===== config.mk =====
export PLATFORM = sky130hd
export DESIGN_NAME = cr_command_ctrl_flat
export DESIGN_NICKNAME = d
export VERILOG_FILES = /design/src/rtl/cr_command_ctrl_if.sv /design/src/rtl/cr_command_ctrl.sv /design/src/flat_wrapper.sv
export SDC_FILE = /design/constraint.sdc
export NUM_CORES = 1
export LEC_CHECK = 0
export CELL_PAD_IN_SITES_DETAIL_PLACEMENT = 1
export CELL_PAD_IN_SITES_GLOBAL_PLACEMENT = 1
export CORE_AREA = 2 2 69 51
export DETAILED_ROUTE_END_ITERATION = 6
export DIE_AREA = 0 0 71 53
export GPL_TIMING_DRIVEN = 0
export PLACE_DENSITY = 0.83
export SLEW_MARGIN = 20
export SYNTH_ARGS = -nofsm -noshare
export SYNTH_HDL_FRONTEND = slang
export SYNTH_SLANG_ARGS = --single-unit

===== constraint.sdc =====
create_clock -name clk -period 2.1 [get_ports clk]
set_input_delay 0.315 -clock clk [delete_from_list [all_inputs] [get_ports clk]]
set_output_delay 0.315 -clock clk [all_outputs]
set_load 0.05 [all_outputs]

===== src/rtl/cr_command_ctrl_if.sv =====
// Bus/channel-side signals of the 68681 DUART command-register controller.
// The master modport is the CPU-decode/channel side; the slave modport is the controller.
interface cr_command_ctrl_if;
  logic       cs;
  logic       rw;
  logic [7:0] data;
  logic       tx_empty;
  logic       baud_tick;
  logic       mr_ptr_rst;
  logic       rx_rst;
  logic       tx_rst;
  logic       err_rst;
  logic       brk_int_rst;
  logic       rx_en;
  logic       tx_en;
  logic       tx_break;

  modport master (
    output cs, rw, data, tx_empty, baud_tick,
    input  mr_ptr_rst, rx_rst, tx_rst, err_rst, brk_int_rst, rx_en, tx_en, tx_break
  );

  modport slave (
    input  cs, rw, data, tx_empty, baud_tick,
    output mr_ptr_rst, rx_rst, tx_rst, err_rst, brk_int_rst, rx_en, tx_en, tx_break
  );
endinterface


===== src/rtl/cr_command_ctrl.sv =====
// Per-channel command-register controller for the 68681 DUART: decodes CR writes into
// reset pulses, Rx/Tx enable levels (with deferred Tx disable) and a minimum-length break FSM.
module cr_command_ctrl #(
  parameter int BREAK_MIN_TICKS = 16,
  parameter int CNT_W           = 8
) (
  input logic               clk,
  input logic               MrReset,
  cr_command_ctrl_if.slave  bus
);

  typedef enum logic [1:0] {IDLE, WAIT_EMPTY, ACTIVE, STOPPING} brkState_e;

  localparam logic [CNT_W-1:0] BRK_MIN = CNT_W'(BREAK_MIN_TICKS);

  brkState_e        state_q, state_d;
  logic [CNT_W-1:0] cnt_q, cnt_d;
  logic             wrPrev_q;
  logic             rxEn_q, rxEn_d;
  logic             txEn_q, txEn_d;
  logic             txDisPend_q, txDisPend_d;
  logic             txBreak_q, txBreak_d;
  logic             mrPtrRst_q, mrPtrRst_d;
  logic             rxRst_q, rxRst_d;
  logic             txRst_q, txRst_d;
  logic             errRst_q, errRst_d;
  logic             brkIntRst_q, brkIntRst_d;

  logic       wr;
  logic       capture;
  logic [2:0] miscCmd;
  logic [1:0] txCmd;
  logic [1:0] rxCmd;

  assign wr      = bus.cs & ~bus.rw;
  assign capture = wr & ~wrPrev_q;
  assign miscCmd = bus.data[6:4];
  assign txCmd   = bus.data[3:2];
  assign rxCmd   = bus.data[1:0];

  // Free-running break timing first, then the captured command (misc field before Tx/Rx fields).
  always_comb begin
    state_d     = state_q;
    cnt_d       = cnt_q;
    rxEn_d      = rxEn_q;
    txEn_d      = txEn_q;
    txDisPend_d = txDisPend_q;
    mrPtrRst_d  = 1'b0;
    rxRst_d     = 1'b0;
    txRst_d     = 1'b0;
    errRst_d    = 1'b0;
    brkIntRst_d = 1'b0;

    if ((state_q == ACTIVE || state_q == STOPPING) && bus.baud_tick && cnt_q < BRK_MIN)
      cnt_d = cnt_q + 1'b1;

    case (state_q)
      WAIT_EMPTY: if (bus.tx_empty) begin
        state_d = ACTIVE;
        cnt_d   = '0;
      end
      STOPPING: if (cnt_d >= BRK_MIN) state_d = IDLE;
      default: ;
    endcase

    if (capture) begin
      case (miscCmd)
        3'b001: mrPtrRst_d = 1'b1;
        3'b010: begin
          rxRst_d = 1'b1;
          rxEn_d  = 1'b0;
        end
        3'b011: begin
          txRst_d     = 1'b1;
          txEn_d      = 1'b0;
          txDisPend_d = 1'b0;
          state_d     = IDLE;
          cnt_d       = '0;
        end
        3'b100: errRst_d    = 1'b1;
        3'b101: brkIntRst_d = 1'b1;
        3'b111: begin
          if (state_q == WAIT_EMPTY)
            state_d = IDLE;
          else if (state_q == ACTIVE)
            state_d = (cnt_d >= BRK_MIN) ? IDLE : STOPPING;
        end
        default: ;
      endcase

      case (txCmd)
        2'b01: begin
          txEn_d      = 1'b1;
          txDisPend_d = 1'b0;
        end
        2'b10: begin
          if (bus.tx_empty && state_d == IDLE) txEn_d = 1'b0;
          else txDisPend_d = 1'b1;
        end
        default: ;
      endcase

      case (rxCmd)
        2'b01:   rxEn_d = 1'b1;
        2'b10:   rxEn_d = 1'b0;
        default: ;
      endcase

      // Start break looks at tx_en after this write's Tx field has been applied.
      if (miscCmd == 3'b110 && state_q == IDLE && txEn_d)
        state_d = WAIT_EMPTY;
    end

    if (txDisPend_d && bus.tx_empty && state_d == IDLE) begin
      txEn_d      = 1'b0;
      txDisPend_d = 1'b0;
    end

    txBreak_d = (state_d == ACTIVE) || (state_d == STOPPING);
  end

  always_ff @(posedge clk) begin
    if (MrReset) begin
      state_q     <= IDLE;
      cnt_q       <= '0;
      wrPrev_q    <= 1'b0;
      rxEn_q      <= 1'b0;
      txEn_q      <= 1'b0;
      txDisPend_q <= 1'b0;
      txBreak_q   <= 1'b0;
      mrPtrRst_q  <= 1'b0;
      rxRst_q     <= 1'b0;
      txRst_q     <= 1'b0;
      errRst_q    <= 1'b0;
      brkIntRst_q <= 1'b0;
    end else begin
      state_q     <= state_d;
      cnt_q       <= cnt_d;
      wrPrev_q    <= wr;
      rxEn_q      <= rxEn_d;
      txEn_q      <= txEn_d;
      txDisPend_q <= txDisPend_d;
      txBreak_q   <= txBreak_d;
      mrPtrRst_q  <= mrPtrRst_d;
      rxRst_q     <= rxRst_d;
      txRst_q     <= txRst_d;
      errRst_q    <= errRst_d;
      brkIntRst_q <= brkIntRst_d;
    end
  end

  assign bus.mr_ptr_rst  = mrPtrRst_q;
  assign bus.rx_rst      = rxRst_q;
  assign bus.tx_rst      = txRst_q;
  assign bus.err_rst     = errRst_q;
  assign bus.brk_int_rst = brkIntRst_q;
  assign bus.rx_en       = rxEn_q;
  assign bus.tx_en       = txEn_q;
  assign bus.tx_break    = txBreak_q;

endmodule


===== src/flat_wrapper.sv =====
// flat-port wrapper written by rule: the top's interface ports become plain ports
module cr_command_ctrl_flat 
#(
  parameter int BREAK_MIN_TICKS = 16,
  parameter int CNT_W           = 8
)
  (clk, MrReset, bus_cs, bus_rw, bus_data, bus_tx_empty, bus_baud_tick, bus_mr_ptr_rst, bus_rx_rst, bus_tx_rst, bus_err_rst, bus_brk_int_rst, bus_rx_en, bus_tx_en, bus_tx_break);
  cr_command_ctrl_if bus_i ();
  input logic clk;
  input logic MrReset;
  input wire logic [$bits(bus_i.cs)-1:0] bus_cs;
  input wire logic [$bits(bus_i.rw)-1:0] bus_rw;
  input wire logic [$bits(bus_i.data)-1:0] bus_data;
  input wire logic [$bits(bus_i.tx_empty)-1:0] bus_tx_empty;
  input wire logic [$bits(bus_i.baud_tick)-1:0] bus_baud_tick;
  output wire logic [$bits(bus_i.mr_ptr_rst)-1:0] bus_mr_ptr_rst;
  output wire logic [$bits(bus_i.rx_rst)-1:0] bus_rx_rst;
  output wire logic [$bits(bus_i.tx_rst)-1:0] bus_tx_rst;
  output wire logic [$bits(bus_i.err_rst)-1:0] bus_err_rst;
  output wire logic [$bits(bus_i.brk_int_rst)-1:0] bus_brk_int_rst;
  output wire logic [$bits(bus_i.rx_en)-1:0] bus_rx_en;
  output wire logic [$bits(bus_i.tx_en)-1:0] bus_tx_en;
  output wire logic [$bits(bus_i.tx_break)-1:0] bus_tx_break;
  assign bus_i.cs = bus_cs;
  assign bus_i.rw = bus_rw;
  assign bus_i.data = bus_data;
  assign bus_i.tx_empty = bus_tx_empty;
  assign bus_i.baud_tick = bus_baud_tick;
  assign bus_mr_ptr_rst = bus_i.mr_ptr_rst;
  assign bus_rx_rst = bus_i.rx_rst;
  assign bus_tx_rst = bus_i.tx_rst;
  assign bus_err_rst = bus_i.err_rst;
  assign bus_brk_int_rst = bus_i.brk_int_rst;
  assign bus_rx_en = bus_i.rx_en;
  assign bus_tx_en = bus_i.tx_en;
  assign bus_tx_break = bus_i.tx_break;
  cr_command_ctrl #(.BREAK_MIN_TICKS(BREAK_MIN_TICKS), .CNT_W(CNT_W)) u_core (.clk(clk), .MrReset(MrReset), .bus(bus_i));
endmodule

After elaboration in Yosys (flattened, before gate mapping)

Cells that the tools add are included.

Add/sub/neg operators: 1
Magnitude comparators: 3
Equality and inequality tests: 16
Multiplexer cells: 30
Bitwise operators: 5
Reduce and logical (&&, ||, !) cells: 16

Operator list:

| cell                                                       | count |
|---|---|
| two-way mux 8 bit                                          | 5 |
| >= comparator 8 x 5 -> 1 bit, second input constant        | 2 |
| two-way mux 2 bit                                          | 8 |
| == test 2 bit, second input constant                       | 6 |
| == test 3 bit, second input constant                       | 4 |
| two-way mux 1 bit                                          | 12 |
| adder 8 x 1 -> 8 bit, second input constant                | 1 |
| less-than comparator 8 x 5 -> 1 bit, second input constant | 1 |
| one-hot mux 2 bit (2 select lines)                         | 2 |
| logical AND 1 bit                                          | 7 |
| == test 2 x 1 -> 1 bit, second input constant              | 3 |
| == test 3 x 2 -> 1 bit, second input constant              | 2 |
| zero test 2 bit                                            | 3 |
| one-hot mux 1 bit (2 select lines)                         | 3 |
| OR reduction 2 bit                                         | 2 |
| == test 3 x 1 -> 1 bit, second input constant              | 1 |
| inverter 1 bit                                             | 3 |
| nonzero test 3 bit                                         | 1 |
| bitwise AND 1 bit                                          | 2 |
| logical OR 1 bit                                           | 2 |
| AND reduction 2 bit                                        | 1 |

Register bits after elaboration: 20
Bits of input ports: 14
Output and inout port bits: 8
Logic and storage cells: 83

Longest topological paths before layout

Gate-level depths: netlist of run 1.

Depth in word-level cells: 24
Gate-level depth with buffers: 7
Mapped depth without buffers: 7

Least setup slack after synthesis of run 1

Ideal clock, no wire load.

Kind: input port to flip-flop
Start: input bus_data[2]
End: register u_core.txEn_q (netlist: u_core.bus.tx_en)
Library setup time: 0.091 ns
Arrival: 1.572 ns
Required time: 2.009 ns
Slack: 0.437 ns
Stages on the path: 7
Path buffers: 0
Cell sequence: inv_1 ha_1 or2_2 a21oi_2 o22ai_1 a31o_1 a311oi_1

Cells in the longest elaborated chain, start to end: 9
Elaborated cells between the ends (all ways): 13
Classes of those cells: 2 x eq/ne; 6 x mux; 5 x reduce/logical

RTL lines:

| element                                                        | RTL line               | RTL |
|---|---|---|
| start, declared                                                | flat_wrapper.sv:13     | `input wire logic [$bits(bus_i.data)-1:0] bus_data;` |
| == test 2 bit / == test 2 x 1 -> 1 bit (equally long branches) | cr_command_ctrl.sv:91  | `case (txCmd)` |
| one-hot mux 1 bit (2 select lines)                             | cr_command_ctrl.sv:91  |  |
| two-way mux 1 bit                                              | cr_command_ctrl.sv:66  | `if (capture) begin` |
| logical AND 1 bit                                              | cr_command_ctrl.sv:110 | `if (miscCmd == 3'b110 && state_q == IDLE && txEn_d)` |
| two-way mux 2 bit                                              | cr_command_ctrl.sv:110 |  |
| two-way mux 2 bit                                              | cr_command_ctrl.sv:66  |  |
| zero test 2 bit                                                | cr_command_ctrl.sv:114 | `if (txDisPend_d && bus.tx_empty && state_d == IDLE) begin` |
| logical AND 1 bit                                              | cr_command_ctrl.sv:114 |  |
| OR reduction 2 bit (no line)                                   | -                      |  |
| end signal, assigned                                           | cr_command_ctrl.sv:141 | `txEn_q <= txEn_d;` |
| end, declared                                                  | cr_command_ctrl.sv:20  | `logic txEn_q, txEn_d;` |

Parallel ways exist; a longest one is shown, timed or not. The select of a mux whose other input is x is not followed.
A chain may end at the register's enable or synchronous reset.

Final worst setup path of run 1

Same ends and word-level chain as after synthesis.

==> flow_summary.toml, run 1 <==
[clock_network]
clock_sinks = 20
clock_latency_ps = 260
cts_buffers = 3
cts_tree = "done"
clkTransAtPathRegs_ps = 70
post_cts_resized = 0
postCtsSetupBuffers = 0
root_buffer = "clkbuf_8"
htree_levels = 1
cts_hold_buf = 0
clockBufferDepth = 2

[critical_path]
path_class = "input pin to flop"
worst_ep_required_time_ps = 2280
slowest_stage = "clkdlybuf4s50_1"
endpoint_kind = "flop"
start_kind = "input pin"
reg2reg_slack_ps = 440
r2r_start = "u_core.wrPrev_q$_SDFF_PP0_"
cp_cell_sequence = "clkdlybuf4s50_1, inv_1, ha_4, or2_2, a21oi_2, o22ai_1, a31o_1, a311oi_1"
timing.rr.end = "u_core.cnt_q[4]$_SDFF_PP0_"
ff2ff_path_depth = 4
critPathMaxFanout = 4
cp_slowest_stage_delay_ps = 490
arrival_ps = 2150

[job]
drv_cap = 0

[global_routing]
grt_max_degree = 12
grt-ovfl-total = 0
grt_use_total_pct = 16.5
antenna_found_initial = 0
grt_pass1_wl_mm = 4.90
grt_pass1_vias = 1044

[sta]
hold_violations = 0
setup_viol = 0
tns_ps = 0
rsz0062_at_grt = "no"
tightestPinTransition_ps = 707
hold_ws_ps = 465
relSlewSlack_pct = 52.8
fmax_mhz = 507
finalCritPeriodShare_pct = 93.9
skew_ps = 3.46
finalCriticalPeriod_ps = 1970
slew_violations = 0

[route]
met3WireLength_um = 107
routedWlPerCell_um = 15.1
routed.top_layer = "met4"
drtAntennaViolNets = 0
wl_met1_mm = 1.41
via_per_inst = 5.31
wl_met2_mm = 1.29
detail_route.first_pass.iterations = 4
drt_iter0_drc = 33
drc = 0
via_count = 999
wl_mm = 2.84

[place]
globalplace.congestion = 0.833
dpl.hpwl_mm = 2.22
placed_area_um2 = 1350
portBuffers = 19

[yosys]
synth_seq_cells = 20
syn_inst = 127
synthDistinctLibCells = 47
yosysSeqAreaShare_pct = 36.0
synth-async-reset-ratio_pct = 0
synthesis.nets = 144
synthesis.area_um2 = 1110
syn_avg_cell_area_um2 = 8.75
synth-edff-count = 0
synth_warnings = 0
ys.flop_type = "dfxtp_1"

[cells_and_area]
antenna_cells = 0
drive_above_1_share_pct = 16.0
regArea_um2 = 400
final_cell_mix = "dfxtp_1 (20), clkdlybuf4s50_1 (19), nor2_1 (11), nand2_1 (10)"
final_common_cell = "dfxtp_1"
fin_util_pct = 45.9
syn_to_final_growth_pct = 27.5
fill_cells = 363
multi_input_area_um2 = 644
layout.nets = 168
design_area_um2 = 1420

[floorplanning]
start_util_pct = 36.0
die_h_um = 53
rows = 17
io_pins = 22
die_w_um = 71
dieArea_um2 = 3760
core_um2 = 3080

[power]
leakage_uw = 0.000521
peakVddDrop_v = 0.000343
power_density_nw_per_um2 = 614

[run_status]
status = "complete, no violations"

[hold_path]
holdPathStages = 2
hp-class = "flop to flop"
holdPathEnd = "u_core.cnt_q[5]$_SDFF_PP0_"
hp-start = "u_core.cnt_q[5]$_SDFF_PP0_"
layout make-up:
| class | count | area share [%] |
|---|---|---|
| plain buffers | 7 | 3.45 |
| clock buffers | 4 | 3.89 |
| inverters | 8 | 2.12 |
| multi-input cells | 92 | 45.5 |
| flip-flops and latches | 20 | 28.3 |
| well taps | 38 | 3.36 |
| repair buffers | 19 | 13.4 |
per-stage QoR:
step           power [µW]  cells  setup WS (ps)
6_report              869    188            128
4_1_cts               870    188           61.3
2_1_floorplan         518    127            437
3_3_place_gp          570    184           -152
5_1_grt               912    188           25.0
3_5_place_dp          578    184           -210
sequential cells by signal, summed over array words and instances, names as in the netlist:
register and cells:
u_core.bus.tx_rst 1, u_core.state_q 2, u_core.bus.rx_rst 1, u_core.cnt_q 8, u_core.bus.tx_en 1, u_core.bus.rx_en 1, u_core.txDisPend_q 1, u_core.bus.err_rst 1
u_core.bus.brk_int_rst 1, u_core.bus.mr_ptr_rst 1, u_core.wrPrev_q 1, u_core.bus.tx_break 1
synthesized netlist by cell type (2+ instances only):
cell type  number  area, µm²
dfxtp_1        20        400
nor2_1         11       41.3
nand2_1        10       37.5
a21oi_1         8       40.0
inv_1           8       30.0
nor3_1          6       30.0
o21ai_0         5       25.0
nand3_1         4       20.0
and3_1          3       18.8
buf_2           3       15.0
ha_1            3       37.5
nor2b_1         3       18.8
xor2_1          3       26.3
a21oi_2         2       17.5
a311oi_1        2       17.5
buf_6           2       22.5
nand4_1         2       12.5
nor3b_1         2       15.0
o211ai_1        2       15.0
layer usage:
layer / vias to the layer above / global-route usage [%]
met3: 4 / 4.00
li1: 502 / -
met1: 473 / 21.5
met5: - / 0
met2: 20 / 27.9
met4: 0 / 4.09
critical path, delay by kind of cell:
| kind | cells | cell delay [ps] |
|---|---|---|
| AO/OA/AOI/OAI | 4 | 710 |
| buffers and inverters | 2 | 570 |
| AND/OR/NAND/NOR | 1 | 300 |
| adder cells (fa/ha/maj) | 1 | 250 |
worst max path at each step:
| stage | from | cells after the start | end | slack (ps) |
|---|---|---|---|---|
| floorplan | bus_data[2] | 7 | u_core.bus.tx_en$_SDFFE_PP0P_ | 440 |
| global placement | bus_data[2] | 8 | u_core.bus.tx_en$_SDFFE_PP0P_ | -150 |
| detailed placement | bus_data[2] | 8 | u_core.bus.tx_en$_SDFFE_PP0P_ | -210 |
| CTS | bus_data[2] | 8 | u_core.bus.tx_en$_SDFFE_PP0P_ | 60 |
| global route | bus_data[2] | 8 | u_core.txDisPend_q$_SDFF_PP0_ | 30 |
| finish | bus_data[2] | 8 | u_core.bus.tx_en$_SDFFE_PP0P_ | 130 |
power breakdown:
group / switching [µW] / internal [µW]
registers: 6.14 / 389
logic: 102 / 77.5
clock network: 128 / 167
total: 236 / 633
cell families after synthesis:
logic type | after synthesis | synth area share (%)
AND/OR/NAND/NOR | 52 | 28.4
AO/OA/AOI/OAI | 32 | 21.1
flip-flops | 20 | 36.0
buffers and inverters | 15 | 7.09
XOR/XNOR | 4 | 3.15
adder cells (fa/ha/maj) | 3 | 3.38
multiplexers | 1 | 0.901
(Power assumes the default switching activity.)
==> inputs of run 2 (changes only) <==
Settings changed: GPL_TIMING_DRIVEN 0 to unset.
==> run 2 against run 1 <==
Sequential power increased by 2%. Fmax decreased by 0.16%. Via count increased by 3.5%. Largest power group unchanged.
==> flow_summary.toml, run 2 (synthesized netlist as in run 1, its figures left out) <==
[floorplanning]
die_h_um = 53
start_util_pct = 36.0
dieArea_um2 = 3760
die_w_um = 71
io_pins = 22
core_um2 = 3080
rows = 17

[sta]
skew_ps = 5.89
relSlewSlack_pct = 65.9
fmax_mhz = 506
rsz0062_at_grt = "no"
slew_violations = 0
tightestPinTransition_ps = 510
setup_viol = 0
hold_ws_ps = 465
hold_violations = 0
finalCritPeriodShare_pct = 94.1
finalCriticalPeriod_ps = 1980

[critical_path]
path_class = "input pin to flop"
ff2ff_path_depth = 5
r2r_start = "u_core.state_q[0]$_SDFF_PP0_"
timing.rr.end = "u_core.bus.tx_en$_SDFFE_PP0P_"
reg2reg_slack_ps = 430
critPathMaxFanout = 3
worst_ep_required_time_ps = 2280
arrival_ps = 2150
start_kind = "input pin"
endpoint_kind = "flop"

[clock_network]
cts_hold_buf = 0
cts_buffers = 3
post_cts_resized = 0
postCtsSetupBuffers = 0
cts_tree = "done"
clock_sinks = 20
root_buffer = "clkbuf_8"
clkTransAtPathRegs_ps = 80
htree_levels = 1
clock_latency_ps = 260
clockBufferDepth = 2

[cells_and_area]
syn_to_final_growth_pct = 28.9
final_cell_mix = "clkdlybuf4s50_1 (20), dfxtp_1 (20), nor2_1 (11), nand2_1 (10), buf_4 (9)"
fill_cells = 362
top_register = "u_core.cnt_q"
largest_reg_flops = 8
layout.nets = 171
design_area_um2 = 1430
drive_above_1_share_pct = 17.0
antenna_cells = 0
final_cells = 191
reg_top3 = "u_core.cnt_q (8), u_core.state_q (2)"

[route]
via_per_inst = 5.41
drt_iter0_drc = 26
detail_route.first_pass.iterations = 4
wl_mm = 2.98
via_count = 1034
drc = 0
routedWlPerCell_um = 15.6
drtAntennaViolNets = 0

[job]
drv_cap = 0

[global_routing]
grt_pass1_vias = 1076
antenna_found_initial = 0
grt_use_total_pct = 17.2
grt-ovfl-total = 0
grt_pass1_wl_mm = 5.05
grt_max_degree = 12

[place]
portBuffers = 20
placed_area_um2 = 1380
dp_cells = 187
dpl.hpwl_mm = 2.31
globalplace.congestion = 0.860

[power]
peakVddDrop_v = 0.000490
power_density_nw_per_um2 = 611
leakage_uw = 0.000538

[hold_path]
holdPathStages = 2
hp-class = "flop to flop"
hp-start = "u_core.cnt_q[6]$_SDFF_PP0_"
holdPathEnd = "u_core.cnt_q[6]$_SDFF_PP0_"

[run_status]
status = "complete, no violations"
run 2: cell types whose count changed in the layout (fill, tap and decap cells not counted):
cell             change
ha_1                 +1
buf_6                -2
clkbuf_1             -1
buf_2                -3
clkdlybuf4s50_1      +1
ha_4                 -1
buf_4                +8
run 2: worst max-delay path, cell delays in order:
cell and delay, ps:
clkdlybuf4s50_1 480, inv_1 50, ha_1 330, or2_2 310
a21oi_2 130, o22ai_1 100, a31o_1 200, a311oi_1 240
run 2: how the worst max path moves through the flow:
| stage | slack [ps] | start | end |
|---|---|---|---|
| floorplan | 440 | bus_data[2] | u_core.bus.tx_en$_SDFFE_PP0P_ |
| global placement | -110 | bus_data[2] | u_core.bus.tx_en$_SDFFE_PP0P_ |
| detailed placement | -160 | bus_data[2] | u_core.bus.tx_en$_SDFFE_PP0P_ |
| CTS | 110 | bus_data[2] | u_core.bus.tx_en$_SDFFE_PP0P_ |
| global route | 20 | bus_data[2] | u_core.bus.tx_en$_SDFFE_PP0P_ |
| finish | 120 | bus_data[2] | u_core.bus.tx_en$_SDFFE_PP0P_ |
run 2: per-stage QoR:
| step | util, % | total power [µW] | worst slack, ps | TNS, ps |
|---|---|---|---|---|
| 2_1_floorplan | - | 518 | 437 | 0 |
| 4_1_cts | 46.5 | 875 | 109 | 0 |
| 5_1_grt | 46.5 | 911 | 20.2 | 0 |
| 6_report | 46.5 | 875 | 125 | 0 |
| 3_3_place_gp | 44.7 | 575 | -106 | -130 |
| 3_5_place_dp | 44.7 | 584 | -158 | -295 |
run 2: where the power goes:
group / total (µW) / leakage, µW / switching [µW] / internal [µW]
clock: 297 / 0.0000288 / 130 / 167
combinational: 176 / 0.000347 / 96.8 / 79.1
sequential: 402 / 0.000162 / 13.4 / 389
total: 875 / 0.000538 / 240 / 635
run 2: layout make-up:
| class | instances | area (µm²) | share of cell area (%) |
|---|---|---|---|
| multi-input cells | 92 | 632 | 44.1 |
| flip-flops and latches | 20 | 400 | 27.9 |
| repair buffers | 29 | 268 | 18.7 |
| clock buffers | 4 | 55.1 | 3.84 |
| well taps | 38 | 47.5 | 3.32 |
| inverters | 8 | 30.0 | 2.10 |
run 2: metal layers:
metal | share of wire (%) | wire (µm) | global-route usage [%] | up-vias
met5 | 0 | 0 | 0 | -
met4 | 0.64 | 19 | 3.77 | 0
met3 | 3.5 | 105 | 4.57 | 2
met2 | 49 | 1450 | 30.4 | 21
met1 | 47 | 1410 | 21.3 | 505
li1 | - | - | - | 506
